--- src/rtl/i2c_pkg.sv ---
// Shared types for the I2C bus monitor.
// Holds the decode FSM states and byte geometry.
package i2c_pkg;

  typedef enum logic [1:0] {
    ST_IDLE,
    ST_DATA,
    ST_ACK
  } i2c_mon_state_t;

  localparam int I2C_BYTE_BITS = 8;

endpackage

--- src/rtl/i2c_line_filter.sv ---
// Synchroniser plus persistence filter for one raw I2C pin.
// A new level must hold FILTER_CYCLES synced cycles before it is taken.
module i2c_line_filter #(
  parameter int SYNC_STAGES   = 2,
  parameter int FILTER_CYCLES = 8
) (
  input  logic clk100,
  input  logic reset,
  input  logic line_in,
  output logic line_f
);

  localparam int CW = $clog2(FILTER_CYCLES + 1);

  logic [SYNC_STAGES-1:0] sync_q;
  logic [CW-1:0]          cnt;
  logic                   sync_o;

  assign sync_o = sync_q[SYNC_STAGES-1];

  always_ff @(posedge clk100 or posedge reset) begin
    if (reset) begin
      sync_q <= '1;
    end else begin
      sync_q <= {sync_q[SYNC_STAGES-2:0], line_in};
    end
  end

  always_ff @(posedge clk100 or posedge reset) begin
    if (reset) begin
      cnt    <= '0;
      line_f <= 1'b1;
    end else if (sync_o == line_f) begin
      cnt    <= '0;
    end else if (cnt == CW'(FILTER_CYCLES - 1)) begin
      cnt    <= '0;
      line_f <= ~line_f;
    end else begin
      cnt    <= cnt + 1'b1;
    end
  end

endmodule

--- src/rtl/i2c_bus_monitor.sv ---
// Passive I2C front end: filtered lines, bus events,
// assembled bytes and the ACK bit, all in the clk100 domain.
module i2c_bus_monitor
  import i2c_pkg::*;
#(
  parameter int SYNC_STAGES   = 2,
  parameter int FILTER_CYCLES = 8
) (
  input  logic                     clk100,
  input  logic                     reset,
  input  logic                     scl_in,
  input  logic                     sda_in,
  output logic                     scl_f,
  output logic                     sda_f,
  output logic                     scl_rise,
  output logic                     scl_fall,
  output logic                     start_det,
  output logic                     stop_det,
  output logic                     bus_busy,
  output logic [I2C_BYTE_BITS-1:0] byte_data,
  output logic                     byte_valid,
  output logic                     ack_bit,
  output logic                     ack_valid
);

  logic scl_d, sda_d;
  logic rise_c, fall_c, start_c, stop_c;

  i2c_line_filter #(
    .SYNC_STAGES  (SYNC_STAGES),
    .FILTER_CYCLES(FILTER_CYCLES)
  ) u_scl_filt (
    .clk100 (clk100),
    .reset  (reset),
    .line_in(scl_in),
    .line_f (scl_f)
  );

  i2c_line_filter #(
    .SYNC_STAGES  (SYNC_STAGES),
    .FILTER_CYCLES(FILTER_CYCLES)
  ) u_sda_filt (
    .clk100 (clk100),
    .reset  (reset),
    .line_in(sda_in),
    .line_f (sda_f)
  );

  // START/STOP need SCL high on both sides of the SDA edge
  assign rise_c  = scl_f & ~scl_d;
  assign fall_c  = ~scl_f & scl_d;
  assign start_c = scl_d & scl_f & sda_d & ~sda_f;
  assign stop_c  = scl_d & scl_f & ~sda_d & sda_f;

  always_ff @(posedge clk100 or posedge reset) begin
    if (reset) begin
      scl_d     <= 1'b1;
      sda_d     <= 1'b1;
      scl_rise  <= 1'b0;
      scl_fall  <= 1'b0;
      start_det <= 1'b0;
      stop_det  <= 1'b0;
      bus_busy  <= 1'b0;
    end else begin
      scl_d     <= scl_f;
      sda_d     <= sda_f;
      scl_rise  <= rise_c;
      scl_fall  <= fall_c;
      start_det <= start_c;
      stop_det  <= stop_c;
      if (start_c) begin
        bus_busy <= 1'b1;
      end else if (stop_c) begin
        bus_busy <= 1'b0;
      end
    end
  end

  i2c_mon_state_t           state, state_nxt;
  logic [2:0]               bit_cnt, bit_cnt_nxt;
  logic [I2C_BYTE_BITS-1:0] shreg, shreg_nxt;
  logic [I2C_BYTE_BITS-1:0] byte_nxt;
  logic                     bv_nxt, ack_nxt, av_nxt;

  always_ff @(posedge clk100 or posedge reset) begin
    if (reset) begin
      state      <= ST_IDLE;
      bit_cnt    <= '0;
      shreg      <= '0;
      byte_data  <= '0;
      byte_valid <= 1'b0;
      ack_bit    <= 1'b1;
      ack_valid  <= 1'b0;
    end else begin
      state      <= state_nxt;
      bit_cnt    <= bit_cnt_nxt;
      shreg      <= shreg_nxt;
      byte_data  <= byte_nxt;
      byte_valid <= bv_nxt;
      ack_bit    <= ack_nxt;
      ack_valid  <= av_nxt;
    end
  end

  // start/stop imply steady-high SCL, so they never meet scl_rise
  always_comb begin
    state_nxt   = state;
    bit_cnt_nxt = bit_cnt;
    shreg_nxt   = shreg;
    byte_nxt    = byte_data;
    bv_nxt      = 1'b0;
    ack_nxt     = ack_bit;
    av_nxt      = 1'b0;
    unique case (1'b1)
      start_det: begin
        state_nxt   = ST_DATA;
        bit_cnt_nxt = '0;
        shreg_nxt   = '0;
      end
      stop_det: begin
        state_nxt   = ST_IDLE;
        bit_cnt_nxt = '0;
        shreg_nxt   = '0;
      end
      scl_rise: begin
        if (state == ST_DATA) begin
          shreg_nxt   = {shreg[I2C_BYTE_BITS-2:0], sda_f};
          bit_cnt_nxt = bit_cnt + 3'd1;
          if (bit_cnt == 3'(I2C_BYTE_BITS - 1)) begin
            byte_nxt  = {shreg[I2C_BYTE_BITS-2:0], sda_f};
            bv_nxt    = 1'b1;
            state_nxt = ST_ACK;
          end
        end else if (state == ST_ACK) begin
          ack_nxt     = sda_f;
          av_nxt      = 1'b1;
          bit_cnt_nxt = '0;
          state_nxt   = ST_DATA;
        end
      end
      default: ;
    endcase
  end

endmodule

--- config.mk ---
export PLATFORM = sky130hd
export DESIGN_NAME = i2c_bus_monitor
export DESIGN_NICKNAME = d
export VERILOG_FILES = /design/src/rtl/i2c_pkg.sv /design/src/rtl/i2c_line_filter.sv /design/src/rtl/i2c_bus_monitor.sv
export SDC_FILE = /design/constraint.sdc
export NUM_CORES = 1
export LEC_CHECK = 0
export CORE_MARGIN = 2
export CORE_UTILIZATION = 49
export DETAILED_ROUTE_END_ITERATION = 6
export GPL_TIMING_DRIVEN = 0
export PLACE_DENSITY_LB_ADDON = 0.08
export SKIP_CTS_REPAIR_TIMING = 1
export SLEW_MARGIN = 30
export SYNTH_ARGS = -nofsm -noshare
export SYNTH_HDL_FRONTEND = slang
export SYNTH_HIERARCHICAL = 1
export SYNTH_SLANG_ARGS = --single-unit
--- constraint.sdc ---
create_clock -name clk100 -period 1.4 [get_ports clk100]
set_input_delay 0.21 -clock clk100 [delete_from_list [all_inputs] [get_ports clk100]]
set_output_delay 0.21 -clock clk100 [all_outputs]
set_load 0.01 [all_outputs]
==> results of run 1 <==
==> layout make-up <==
class / count / area share, %
Timing Repair Buffer: 34 / 15.0
Buffer: 4 / 1.44
Sequential cell: 44 / 47.3
Multi-Input combinational cell: 77 / 29.5
Inverter: 9 / 1.44
Clock buffer: 8 / 2.92
Tap cell: 46 / 2.45
==> kinds of logic (layout without fill, tap and decap cells) <==
logic type      after synthesis  after routing
compound gates               22             22
xor+xnor                      5              5
fa+ha+maj                     4              4
buf+inv                      13             55
flops                        44             44
mux                          13             13
simple gates                 32             33
==> placed cells by master, fill, tap and decap left out, drive strengths merged, types with 4 or more instances in the layout <==
cell type and instances:
mux2 11, buf 16, inv 9, ha 4, dfrtp 35, dlymetal6s2s 18
nor2 5, nor2b 5, nand2 9, clkbuf 9, dfstp 9, a22o 7
xnor2 4
==> flip-flops by register name (all words and copies together), names as in the netlist, 2 cells and up <==
name,count
u_sda_filt/cnt,4
state,2
byte_data,8
shreg,7
u_scl_filt/sync_q,2
u_scl_filt/cnt,4
u_sda_filt/sync_q,2
bit_cnt,3
==> power breakdown <==
part,leakage [uW],internal [uW],switching [uW]
Clock,0.0000386,296,394
Sequential,0.000576,1460,136
Combinational,0.000781,361,335
Total,0.00139,2120,866
==> stage by stage <==
| step | power [uW] | utilization, % | TNS [ns] | hold slack, ns | std cells |
|---|---|---|---|---|---|
| finish | 2990 | 68.9 | -0.0000134 | 0.158 | 222 |
| global route | 3180 | 68.9 | -0.175 | 0.147 | 222 |
| CTS | 2900 | 62.3 | -4.64 | 0.144 | 208 |
| detailed placement | 2210 | 60.3 | -1.77 | 0.350 | 200 |
| global placement | 2170 | 60.3 | -6.34 | 0.347 | 200 |
| floorplan | 1970 | - | 0 | 0.0112 | 133 |
==> per-layer routing <==
layer,global-route usage (%),vias up,share of wire (%)
met5,0,-,0
met4,7.18,0,1.8
met3,6.25,7,3.4
met2,28.9,16,51
met1,18.9,597,44
li1,-,557,-
==> worst max path at each step <==
stage	from	end	cells after the start
floorplan	bit_cnt[0]	byte_data[0]	4
detailed placement	scl_rise	shreg[3]	3
CTS	u_sda_filt/line_f	sda_f	1
global route	state[1]	byte_data[0]	5
global placement	reset	bit_cnt[0]	2
finish	scl_rise	byte_data[2]	5
==> results.md, run 1 <==
* Status: finished with violations
* Failing checks: setup timing
* Complex-gate fraction of the synthesized area at 9.49%
* Delay-heaviest family, CP: flip-flops
* Flops & latches, synth at 44
* Async S/R FF share, synth at 100%
* Vias at 1177
* Final instance area at 2350 um^2
* Gpl congestion at 0.740
* Warnings, synthesis at 6
* Worst path slowest cell: dfrtp_2
* Post-synth top cells: dfrtp_1, dfstp_2, inv_1
* Dpl ws at -0.174 ns
* Largest net degree at the start of global routing at 31
* Reg-to-reg startpoint: scl_rise
* N_diodes at 0
* CTS Sinks at 44
* Final setup violating endpoints at 1
* FP Rows at 21
* DP Area at 2060 um^2
* Initial DRC count at 81
* DR pass1 iterations at 4
* PnR worst setup slack at -0.0000134 ns
* Layout fillers at 241
* Area growth, synth to finish at 31.3%
* Sequential area share after synthesis at 62.0%
* Pins Over Slew Limit at 0
* Fin nets at 183
* Post-DR vias/cell at 5.30
* Simple-Gate Fraction of Synth Area at 10.6%
* Final hold violation count at 0
* Vias in the first global route at 1180
* Ratio of final minimum period to clock period at 100%
* Syn avg cell area at 13.5 um^2
* Most frequent cell after synthesis: dfrtp_1
* CTS Buf Count at 5
* Share of cells above drive strength 1 at 31.3%
* RSZ-0062 raised after global routing: yes
* Required time of the worst setup path at 1.65 ns
* Path type of the worst setup path: register to register
* Worst-Skew Late Latency at 0.36 ns
* Initial core utilization at 52.5%
* Clk slew on worst S/H paths at 0.11 ns
* Slew @ Worst Pin at 0.613 ns
* GRT overflow at 0
* Root buffer cell: clkbuf_4
* Die W at 64.5 um
* R2R Setup Slk at -0.00001 ns
* Port Buf Inserts at 21
* R2R cell count at 5
* Routed length per instance at 15.2 um
* Post-Synth XOR/XNOR Area at 2.44%
* GRT Total Usage at 16.9%
* Number of flops mapped to enable cells by yosys at 0
* Min Tclk post-route at 1.40 ns
* Crit-path max FO at 5
* Relative slew slack at 59.1%
* Primary FF master, synth: dfrtp_1
* Synth Net Count at 141
* Fmax achieved at 714 MHz
* Leak pwr at 0.00139 uW
* Worst vdd ir at 0.941 mV
* Mapped cell area at 1790 um^2
* CP Buf/Inv Count at 2
* CTS tree: yes
* Final HPWL DP at 2030 um
* I/O Pins at 22
* H-tree depth at 2
* WL final at 3370 um
* Die area at 4160 um^2
* First-pass GRT wire length at 5240 um
* Synth top area share at 48.8%
* Pwr dens at 1270 nW/um^2
* DRC Markers at 0
* Adder-cell area share of the yosys netlist at 2.79%
* Crit-path max cell delay at 0.44 ns
* Clock buffer depth at 2
* Reg2reg end: byte_data[2]
* Critical Path AT at 1.65 ns
* CORE AREA at 3420 um^2
* Multi-input gate area at 693 um^2
* Mapped Cells at 133
* Distinct cell type count of the synthesized netlist at 36
* Final Skew at 0.0135 ns
* Setup crit end kind: register
* Hold crit path type: input port to asynchronous set/reset pin
* Top cells by area, synth: dfrtp_1, dfstp_2, mux2_2
* Worst-path cell chain: buf_4 -> and3b_1 -> buf_6 -> nand2_8 -> mux2_4
* Max-Cap Viols at 0
* Area occupied by registers at 1110 um^2
* Post-synthesis mux area share at 8.86%
* Startpoint class of the critical path: register
* Initial antenna violation count at 0
* Die H at 64.5 um
* Synth area leader: dfrtp_1
* Final ANT Viol Nets at 0
* Largest family of logic cells by synthesized area: simple AND/OR/NAND/NOR gates
Note: power is estimated with default switching activity, not from simulation.
==> inputs of run 2 (changes only) <==
Settings changed: CELL_PAD_IN_SITES_DETAIL_PLACEMENT set to 0, CELL_PAD_IN_SITES_GLOBAL_PLACEMENT set to 1, CORE_UTILIZATION 49 to 40.
==> run 2 against run 1 <==
Net effect: the run now ends clean; clock skew down 0.0041 ns; combinational power down 4.9%; wire length shrank 4.7%; via count fell by 4.5%; critical endpoint is now scl_fall; register-to-register slack improved by 0.05 ns; clock-buffer cell count is 1 lower; worst setup slack improved by 0.044 ns; global-route usage decreased by 3.3 points; cell count increased by 0.45%; flip-flop and latch count did not move.
==> results.md, run 2 (same netlist as run 1, synthesis figures left out) <==
* Status: completed
* Layout fillers at 370
* Vias at 1124
* Most frequent cells in the layout: dfrtp_1, dlymetal6s2s_1, dfstp_2
* CTS Buf Count at 5
* Clock buffer depth at 2
* DRC Markers at 0
* Worst vdd ir at 0.792 mV
* Largest net degree at the start of global routing at 31
* Final HPWL DP at 2070 um
* Setup crit end kind: primary output
* Routed length per instance at 14.4 um
* Relative slew slack at 56.9%
* Biggest regs: byte_data: 8 flops, shreg: 7 flops
* Worst-Skew Late Latency at 0.29 ns
* Pwr dens at 1390 nW/um^2
* Max-Cap Viols at 0
* Delay-heaviest family, CP: buffers and inverters
* Final setup violating endpoints at 0
* GRT Total Usage at 13.6%
* Fmax achieved at 737 MHz
* Most common cell after layout, fill and taps aside: dfrtp_1
* Path type of the worst setup path: register to primary output
* Final core occ at 53.8%
* CTS Sinks at 44
* DP Area at 2070 um^2
* Fin nets at 178
* Die W at 71.0 um
* CTS tree: yes
* Crit-path max FO at 1
* Share of cells above drive strength 1 at 28.7%
* Worst-path cell chain: clkdlybuf4s50_1
* Min Tclk post-route at 1.36 ns
* I/O Pins at 22
* H-tree depth at 2
* Port Buf Inserts at 21
* Hold_ws at 0.216 ns
* DR pass1 iterations at 4
* Final instance area at 2330 um^2
* WL final at 3210 um
* Die area at 5030 um^2
* Gpl congestion at 0.706
* CORE AREA at 4320 um^2
* Slew @ Worst Pin at 0.646 ns
* Clk slew on worst S/H paths at 0.08 ns
* Die H at 71.0 um
* Pwr Total at 3240 uW
* Final hold violation count at 0
* Vias in the first global route at 1145
* Ratio of final minimum period to clock period at 96.9%
* Critical Path AT at 1.15 ns
* Startpoint class of the critical path: register
* Required time of the worst setup path at 1.19 ns
* Initial antenna violation count at 0
* Hold crit path type: input port to asynchronous set/reset pin
* GRT overflow at 0
* CP Buf/Inv Count at 1
* Initial core utilization at 41.5%
* Final ANT Viol Nets at 0
* Worst path slowest cell: clkdlybuf4s50_1
* Post-DR vias/cell at 5.04
* FP Rows at 24
* Pins Over Slew Limit at 0
* Largest Register: byte_data
* Crit-path max cell delay at 0.53 ns
* Root buffer cell: clkbuf_8
* Initial DRC count at 42
* Leak pwr at 0.00134 uW
* N_diodes at 0
* RSZ-0062 raised after global routing: yes
* First-pass GRT wire length at 5280 um
* Number of flip-flops in the largest register at 8
* Final Skew at 0.00934 ns
* Area growth, synth to finish at 29.9%
==> run 2: final cells by class <==
cell class | instances | area [um^2] | share of cell area (%)
Sequential cell | 44 | 1110 | 47.8
Multi-Input combinational cell | 77 | 662 | 28.4
Timing Repair Buffer | 29 | 310 | 13.3
Clock buffer | 7 | 76.3 | 3.28
Tap cell | 52 | 65.1 | 2.79
Buffer | 4 | 37.5 | 1.61
Inverter | 9 | 33.8 | 1.45
Clock inverter | 1 | 30.0 | 1.29
==> run 2: path summary, 6_finish.rpt <==
check	from	end	slack [ns]	cells after the start
min reg2reg	u_scl_filt/sync_q[0]	u_scl_filt/sync_q[1]	0.36	0
max	scl_fall	scl_fall	0.04	1
min in group clk100	sda_in	u_sda_filt/sync_q[0]	0.33	1
max reg2reg	state[0]	byte_data[4]	0.05	5
max in group asynchronous	reset	scl_rise	0.57	2
min	reset	u_scl_filt/cnt[2]	0.22	2
==> run 2: stage by stage <==
step,setup slack (ns),std cells,setup TNS (ns)
after floorplan,0.0198,133,0
after global placement,-0.240,206,-8.52
after detailed placement,-0.215,206,-2.26
after CTS,-0.338,214,-3.73
after global routing,-0.00148,223,-0.00190
final,0.0436,223,0
==> run 2: worst reg2reg max path: stages, from the launching register on <==
cell	delay (ns)
dfrtp_1	0.38
buf_6	0.14
and3b_1	0.18
buf_6	0.14
nand2_8	0.07
mux2_2	0.33
==> run 2: report_power, final <==
group          total (uW)  internal (uW)  switching, uW
logic                 662            348            314
registers            1630           1470            165
clock network         946            534            412
total                3240           2350            891
==> run 2: per-layer routing <==
layer,track usage [%],vias to the layer above,wire [um]
met5,0,-,0
met4,5.03,0,40
met3,5.70,6,91
met2,21.1,15,1550
met1,17.0,564,1530
li1,-,539,-
==> inputs of run 3 (changes only) <==
Settings changed: CORE_UTILIZATION 40 to 44.
Clock period 1.4 ns to 1.5 ns, I/O delays scaled along.
==> run 3 against run 2 <==
Net effect: via count down 1.2%; critical path depth stayed put; clock skew shrank 0.00052 ns; non-clock buffer count shrank 3; combinational power down 14%; clock power fell by 21%; sequential power shrank 7%; die area is 8.6% lower; flip-flop and latch count did not move; cell count fell by 2.2%; sequential share of layout area rose by 2.4 points; wire length decreased by 3.3%.
==> results.md, run 3 (same netlist as run 1, synthesis figures left out) <==
* Relative slew slack at 59.1%
* Root buffer cell: clkbuf_8
* Final setup violating endpoints at 0
* N_diodes at 0
* Fmax achieved at 691 MHz
* Delay-heaviest family, CP: buffers and inverters
* Hold_ws at 0.233 ns
* Post-DR vias/cell at 5.09
* Max-Cap Viols at 0
* DR pass1 iterations at 4
* Hold crit path type: input port to asynchronous set/reset pin
* Biggest regs: byte_data: 8 flops, shreg: 7 flops
* Crit-path max FO at 3
* CP Buf/Inv Count at 1
* Sw frac at 28.2%
* CTS tree: yes
* Final Skew at 0.00881 ns
* DP Area at 2070 um^2
* Sw Pwr at 801 uW
* Worst vdd ir at 0.676 mV
* Pins Over Slew Limit at 0
* Crit-path max cell delay at 0.55 ns
* Startpoint class of the critical path: register
* Die area at 4600 um^2
* Routed length per instance at 14.3 um
* Port Buf Inserts at 21
* Status: completed
* Largest Register: byte_data
* Pwr dens at 1280 nW/um^2
* FP Rows at 23
* Slew @ Worst Pin at 0.612 ns
* Worst-Skew Late Latency at 0.29 ns
* Critical Path AT at 1.22 ns
* Share of cells above drive strength 1 at 26.2%
* Most common cell after layout, fill and taps aside: dfrtp_1
* Clock buffer depth at 2
* PnR worst setup slack at 0.0537 ns
* Initial core utilization at 45.1%
* First-pass GRT wire length at 5250 um
* Final HPWL DP at 2130 um
* Clk slew on worst S/H paths at 0.08 ns
* Dpl ws at -0.0888 ns
* Worst-path cell chain: clkdlybuf4s50_1
* Number of flip-flops in the largest register at 8
* Final hold violation count at 0
* Final instance area at 2220 um^2
* Initial antenna violation count at 0
* H-tree depth at 2
* CORE AREA at 3970 um^2
* Gate power share at 20.1%
* Internal power at 2030 uW
* Reg power frac at 53.3%
* Gpl congestion at 0.667
* Largest net degree at the start of global routing at 31
* Die W at 67.8 um
* GRT overflow at 0
* Clock Power Share at 26.5%
* Leak pwr at 0.00109 uW
* I/O Pins at 22
* Vias at 1110
* Most frequent cells in the layout: dfrtp_1, clkdlybuf4s50_1, dfstp_2
* DRC Markers at 0
* Min Tclk post-route at 1.45 ns
* Initial DRC count at 50
* Die H at 67.8 um
* Vias in the first global route at 1145
* WL final at 3110 um
* Area growth, synth to finish at 23.7%
* Ratio of final minimum period to clock period at 96.4%
* Worst path slowest cell: clkdlybuf4s50_1
* Setup crit end kind: primary output
* CTS Sinks at 44
* Required time of the worst setup path at 1.27 ns
* Final ANT Viol Nets at 0
* GRT Total Usage at 15.7%
* CTS Buf Count at 5
* Path type of the worst setup path: register to primary output
* Fin nets at 175
==> run 3: power groups by stage <==
stage,clock (uW),sequential [uW],combinational (uW)
2_1_floorplan,0,1530,309
3_3_place_gp,0,1540,500
3_5_place_dp,0,1550,507
4_1_cts,780,1530,514
5_1_grt,837,1540,640
6_report,752,1510,570
==> run 3: cell type report <==
cell class	instances	area, um^2
timing repair buffer	26	258
fill	335	1750
sequential	44	1110
buffer	4	33.8
inverter	9	33.8
clock buffer	8	90.1
multi-input combinational	77	627
tap	50	62.6
==> run 3: metal layers <==
metal  part of all wire (%)  vias up  global-route usage [%]  wire length [um]
met5                      0        -                       0                 0
met4                    2.1        0                    9.00                66
met3                    2.8        8                    3.95                88
met2                     51       14                    25.6              1600
met1                     44      551                    18.8              1350
li1                       -      537                       -                 -
==> run 3: path summary, 6_finish.rpt <==
path | from | endpoint | slack [ns] | depth (start not counted)
max | stop_det | stop_det | 0.05 | 1
min | reset | u_sda_filt/cnt[2] | 0.23 | 2
max reg2reg | bit_cnt[0] | byte_data[1] | 0.07 | 4
min reg2reg | u_sda_filt/sync_q[0] | u_sda_filt/sync_q[1] | 0.36 | 0
max in group asynchronous | reset | scl_rise | 0.69 | 2
min in group clk100 | sda_in | u_sda_filt/sync_q[0] | 0.33 | 1
==> run 3: through the flow <==
step	utilization (%)	TNS [ns]	std cells	power (uW)
2_1_floorplan	-	0	133	1840
3_3_place_gp	52.0	-4.04	204	2040
3_5_place_dp	52.0	-0.449	204	2060
4_1_cts	54.3	-1.31	212	2820
5_1_grt	55.9	-0.00635	218	3010
6_report	55.9	0	218	2840
